[src/rtl/param_if_endpoint.sv]
// Parameterised endpoint: per-slot data bits, constant FOO/BAR outputs, and a registered parameter query port.
// Latency: data writes take effect on the next edge; query responses arrive exactly one cycle after the request.
// Backpressure: none; a query may be issued every cycle. Optional macro PARAM_IF_GETFOO_EN builds the get_foo accessor.
module param_if_endpoint #(
    parameter int FOO    = 1,
    parameter int N_SLOT = 2,
    parameter int IDX_W  = 4
) (
    input  logic              clk,
    input  logic              rst,
    output logic [31:0]       foo_o,
    output logic [31:0]       bar_o,
    output logic [31:0]       foo_cat_bits_o,
    input  logic              data_we,
    input  logic [IDX_W-1:0]  data_idx,
    input  logic              data_d,
    output logic [N_SLOT-1:0] data_q,
    input  logic              qry_valid,
    input  logic [1:0]        qry_sel,
    input  logic [IDX_W-1:0]  qry_idx,
    output logic              qry_rvalid,
    output logic [31:0]       qry_rdata,
    output logic              qry_err
);

    // BAR is formed on a 32-bit vector so FOO = INT_MAX wraps to INT_MIN without elaboration overflow.
    localparam logic [31:0] FOO_BITS = FOO;
    localparam logic [31:0] BAR_BITS = FOO_BITS + 32'd1;
    localparam int          CAT_W    = $bits({FOO_BITS, FOO_BITS});

    assign foo_o          = FOO_BITS;
    assign bar_o          = BAR_BITS;
    assign foo_cat_bits_o = 32'(CAT_W);

`ifdef PARAM_IF_GETFOO_EN
    // Accessor path for sel2; kept separate from the direct FOO constant on purpose.
    function automatic logic [31:0] get_foo();
        return FOO_BITS;
    endfunction
`endif

    logic        qry_idx_ok;
    logic [31:0] rdata_nxt;
    logic        err_nxt;

    assign qry_idx_ok = (32'(qry_idx) < N_SLOT);

    // Response value and error for the current request; never depends on data_q.
    always_comb begin
        rdata_nxt = 32'd0;
        err_nxt   = 1'b0;
        if (!qry_idx_ok) begin
            err_nxt = 1'b1;
        end else begin
            case (qry_sel)
                2'd0: rdata_nxt = FOO_BITS;
                2'd1: rdata_nxt = BAR_BITS;
`ifdef PARAM_IF_GETFOO_EN
                2'd2: rdata_nxt = get_foo();
`else
                2'd2: err_nxt   = 1'b1;
`endif
                default: rdata_nxt = 32'(CAT_W);
            endcase
        end
    end

    // Per-slot data bits; out-of-range indices match no slot and are dropped.
    always_ff @(posedge clk or posedge rst) begin
        if (rst) begin
            data_q <= '0;
        end else begin
            for (int i = 0; i < N_SLOT; i++) begin
                if (data_we && (32'(data_idx) == i)) begin
                    data_q[i] <= data_d;
                end
            end
        end
    end

    // One-cycle query response; rdata/err hold between responses.
    always_ff @(posedge clk or posedge rst) begin
        if (rst) begin
            qry_rvalid <= 1'b0;
            qry_rdata  <= 32'd0;
            qry_err    <= 1'b0;
        end else begin
            qry_rvalid <= qry_valid;
            if (qry_valid) begin
                qry_rdata <= rdata_nxt;
                qry_err   <= err_nxt;
            end
        end
    end

endmodule

[config.mk]
export PLATFORM = sky130hd
export DESIGN_NAME = param_if_endpoint
export DESIGN_NICKNAME = d
export VERILOG_FILES = /design/src/rtl/param_if_endpoint.sv
export SDC_FILE = /design/constraint.sdc
export NUM_CORES = 1
export LEC_CHECK = 0
export ABC_AREA = 1
export CORE_AREA = 2 2 71 73
export CTS_CLUSTER_DIAMETER = 40
export DETAILED_ROUTE_END_ITERATION = 6
export DIE_AREA = 0 0 73 75
export GPL_TIMING_DRIVEN = 1
export HOLD_SLACK_MARGIN = 0.1
export PLACE_DENSITY = 0.87
export SLEW_MARGIN = 10
export SYNTH_ARGS = -nofsm -noshare
export SYNTH_HDL_FRONTEND = slang
export SYNTH_SLANG_ARGS = --single-unit
[constraint.sdc]
create_clock -name clk -period 0.8 [get_ports clk]
set_input_delay 0.24 -clock clk [delete_from_list [all_inputs] [get_ports clk]]
set_output_delay 0.24 -clock clk [all_outputs]
set_load 0.05 [all_outputs]
; ---- Word-level counts from Yosys, hierarchy flattened
; Index checks and enable logic that the tools add are counted.
[word_totals]
regBits = 36
inputBits = 15
output_inout_bits = 132
word_cells = 17
[op_classes]
reduce_logical = 4
n_eq_ne = 3
muxes = 4
magnitude_cmp = 1
[ops]
columns = cell, count
row1 = 7-bit one-hot mux with 3 select lines, 1
row2 = 7-bit two-way mux, 1
row3 = 4-bit by 1-bit equality test with 1-bit output (second input constant), 1
row4 = 4-bit zero test, 1
row5 = 4-bit by 2-bit less-than comparator with 1-bit output (second input constant), 1
row6 = 2-bit by 1-bit equality test with 1-bit output (second input constant), 1
row7 = 2-bit equality test (second input constant), 1
row8 = 1-bit logical AND, 2
row9 = 2-bit zero test, 1
row10 = 1-bit two-way mux, 2

; ---- Longest topological paths before layout
[logic_depth]
word_depth = 3
depth_mapped = 5
mapped_depth_nobuf = 5

; ---- Least setup slack after synthesis
; OpenSTA, ideal clock, no wires.
[synth_path]
path_kind = register -> register
from = reg, netlist name qry_err
to = reg qry_err
t_arrival_ns = 0.736
path_stages_with_launch = 3
period_less_slack_ns = 0.855
setup_ns = 0.119
path_slack_ns = -0.055
n_path_buf = 0
required_time_ns = 0.681
cell_sequence = dfrtp_1 > nor2_1 > nor2_1
[synth_lines]
columns = item, line
row1 = "end signal, assigned", 91  ; qry_err <= err_nxt;
row2 = "end, declared", 23  ; output logic qry_err

; ---- Final worst setup path
[layout_path]
from = reg qry_rdata[1]
to = out qry_rdata[1]
[layout_lines]
columns = item, line
row1 = "start, declared", 22  ; output logic [31:0] qry_rdata,
row2 = "start signal, assigned", 90  ; qry_rdata <= rdata_nxt;
; No word-level cell between the ends.

==> run summary <==
## Setup path
• **slowest cell delay on critical path** 430 ps
• **sort of element at the start of the critical path** flip-flop
• **required time at the worst-slack endpoint** 560 ps
• **highest fanout seen on the critical path** 2
• **Reg-to-Reg Start** qry_rdata[6]
• **critical-path cell with the highest stage delay** sky130_fd_sc_hd__dfrtp_2
• **beginning of the critical path** qry_rdata[1]
• **number of cells on the critical path** 1
• **Crit Path Category** reg2out
• **path depth of the worst reg2reg path** 2
• **endpoint arrival time on the critical path** 810 ps
• **CP Buf/Inv Count** 1
• **Crit. End Element** primary output
• **sequence of cells on the critical path** buf_12
• **Largest delay share family, worst path** flip-flops

## Final layout
• **count of nets after finishing** 206
• **number of fill cells** 520
• **sequential cell area** 184 um^2
• **count of non-filler cells in the finished layout** 244
• **Layout area overhead** -6.62%
• **area of the multi-input gates** 598 um^2
• **antenna diode instance count** 0
• **area of all placed cells without fillers** 1180 um^2
• **ratio of cells with drive above 1 in the final layout** 0.111
• **core utilization of the finished layout** 0.254

## Power and ir drop
• **maximum vdd drop** 469 uV
• **cell-internal power** 0.896 mW
• **part of the total power dissipated in combinational logic** 0.638
• **portion of total power attributed to sequential cells** 0.166
• **part of the power in the clock network** 0.196
• **switching share of power** 0.649
• **static leakage power** 0.731 nW
• **total net switching power** 1.65 mW
• **pwr/cell area** 2160 nW/um^2

## Detailed routing
• **number of design rule violations left after detail routing** 0
• **DR vias** 681
• **1st-pass router iterations** 4
• **average via count per standard cell** 2.79
• **number of nets still failing antenna checks after routing** 0
• **WL/cell** 6.51 um
• **wire length after detailed routing** 1.59 mm
• **Initial DRC Count** 10

## Clock network
• **clock tree from TritonCTS** yes
• **clock root buffer master** sky130_fd_sc_hd__clkbuf_8
• **CTS Buffer Depth** 2
• **clock transition at the registers of the reported paths** 50 ps
• **cts-stage hold buffer count** 0
• **total clock buffers created by CTS** 3
• **clock sink count** 7
• **number of levels the H-tree was split into** 1
• **clock latency at the later pin of the worst-skew pair** 220 ps

## Yosys
• **synthesized instance count** 168
• **sequential share of the synthesized area** 0.138
• **average instance area after synthesis** 7.54 um^2
• **top cell type's share of synthesized area** 0.741
• **cell type with the highest aggregate area in the netlist** sky130_fd_sc_hd__buf_4
• **top cells by area in the synthesized netlist** sky130_fd_sc_hd__buf_4, sky130_fd_sc_hd__dfrtp_1, sky130_fd_sc_hd__nand2_1
• **number of synthesized register bits** 7
• **summed instance area of the synthesized netlist** 1270 um^2
• **Yosys Warn Count** 0
• **count of unique library cells instantiated by Yosys** 10

## GRT
• **antenna violations before repair** 0
• **GRT Util Overall** 0.0464
• **wire length of the first global-routing pass** 1.75 mm
• **number of global-route vias before repair** 390
• **pin count of the biggest net entering global routing** 8
• **Remaining Overflow, GRT** 0

## Floorplan
• **core region area** 4660 um^2
• **width of the die** 73 um
• **starting utilization of the core area** 0.272
• **number of placed I/O pins** 147
• **die footprint** 5480 um^2
• **height of the chip** 75 um
• **FP Rows** 25

## STA
• **number of pins with negative max-slew slack in the final report** 0
• **clock period minus worst slack** 1050 ps
• **highest clock frequency the design can meet** 0.948 GHz
• **PnR worst setup slack** -255 ps
• **unrepaired setup endpoints after global routing** yes
• **post-route clock skew** 0 ps
• **Tcrit/Tclk final** 1.32
• **final count of negative-setup-slack endpoints** 7
• **Final Hold Fails** 0

## Placement
• **routability-driven placement congestion ratio** 0.668
• **count of input and output buffers** 20
• **sum of net half-perimeters after detailed placement** 1.50 mm
• **setup slack at placement** -404 ps
• **Placed Area** 1140 um^2
• **post-placement cell count** 240

## Worst hold path
• **Worst Hold Class** in2async

## Run status
• **violated checks** setup timing
• **outcome** complete, but fails checks

## Flow run
• **Max-Cap Viols** 0

## cell usage after synthesis
cell type / number
sky130_fd_sc_hd__nand3_1: 5
sky130_fd_sc_hd__nand2_1: 11
sky130_fd_sc_hd__dfrtp_1: 7
sky130_fd_sc_hd__nor2_1: 5
sky130_fd_sc_hd__inv_1: 7
sky130_fd_sc_hd__buf_4: 125
sky130_fd_sc_hd__o21ai_1: 3
sky130_fd_sc_hd__nand4_1: 2
sky130_fd_sc_hd__conb_1: 2
sky130_fd_sc_hd__nor2_2: 1
## layer usage
layer  up-vias  global-route usage  part of all wire
li1        301                   -                 -
met1       292              0.0478              0.33
met2        86              0.0721              0.47
met3         2              0.0228              0.18
met4         0              0.0370             0.018
met5         -                   0                 0
## cell usage in the layout, fill, tap and decap left out, drive strengths merged, types with 3 or more instances in the layout
cell type    instances
conb               125
nand2               11
clkbuf               3
nor2                 6
nand3                5
dlygate4sd2         10
inv                  7
buf                  7
dfrtp                7
o21ai                3
## sequential cells by signal, indices dropped and copies added (netlist names)
register / flops
data_q: 2
qry_err: 1
qry_rdata: 3
qry_rvalid: 1
## path summary, 6_finish.rpt
path,end,slack [ps]
max in group asynchronous,data_q[1],290
worst max register to register,qry_rdata[6],130
worst min register to register,data_q[0],520
worst max-delay path,qry_rdata[1],-250
min in group clk,qry_rdata[1],330
worst min-delay path,qry_rvalid,260
## layout make-up
type | instances | share of cell area
tap | 54 | 0.0571
timing repair buffer | 20 | 0.220
clock buffer | 3 | 0.0349
sequential | 7 | 0.156
inverter | 7 | 0.0222
clock inverter | 1 | 0.00423
multi-input combinational | 152 | 0.506
## power groups by stage
stage | Clock [mW] | Sequential [mW] | Combinational (mW)
CTS | 0.506 | 0.425 | 1.61
floorplan | 0 | 0.513 | 1.80
global route | 0.532 | 0.429 | 1.69
detailed placement | 0 | 0.431 | 1.63
global placement | 0 | 0.431 | 1.62
finish | 0.500 | 0.423 | 1.63
## through the flow
stage / power [mW] / setup TNS [ps] / hold slack [ps]
after floorplan: 2.31 / 0 / 43.5
after CTS: 2.54 / -1710 / 278
final: 2.55 / -1680 / 257
after global routing: 2.65 / -1820 / 307
after detailed placement: 2.06 / -2520 / 510
after global placement: 2.05 / -2240 / 502
## kinds of logic after synthesis
logic type	Yosys count	share of synthesized area
buffers and inverters	132	0.762
AOI/OAI and AO/OA	3	0.0119
other	2	0.00593
DFF	7	0.138
and+or+nand+nor	24	0.0820
## what timing repair did
action	CTS	global route
resized for setup	11	3
pin swaps	6	1
buffers inserted	0	0
endpoints found under the hold margin	0	0
endpoints found under the setup margin	13	12
No activity file was read; power rests on OpenSTA's default activity.
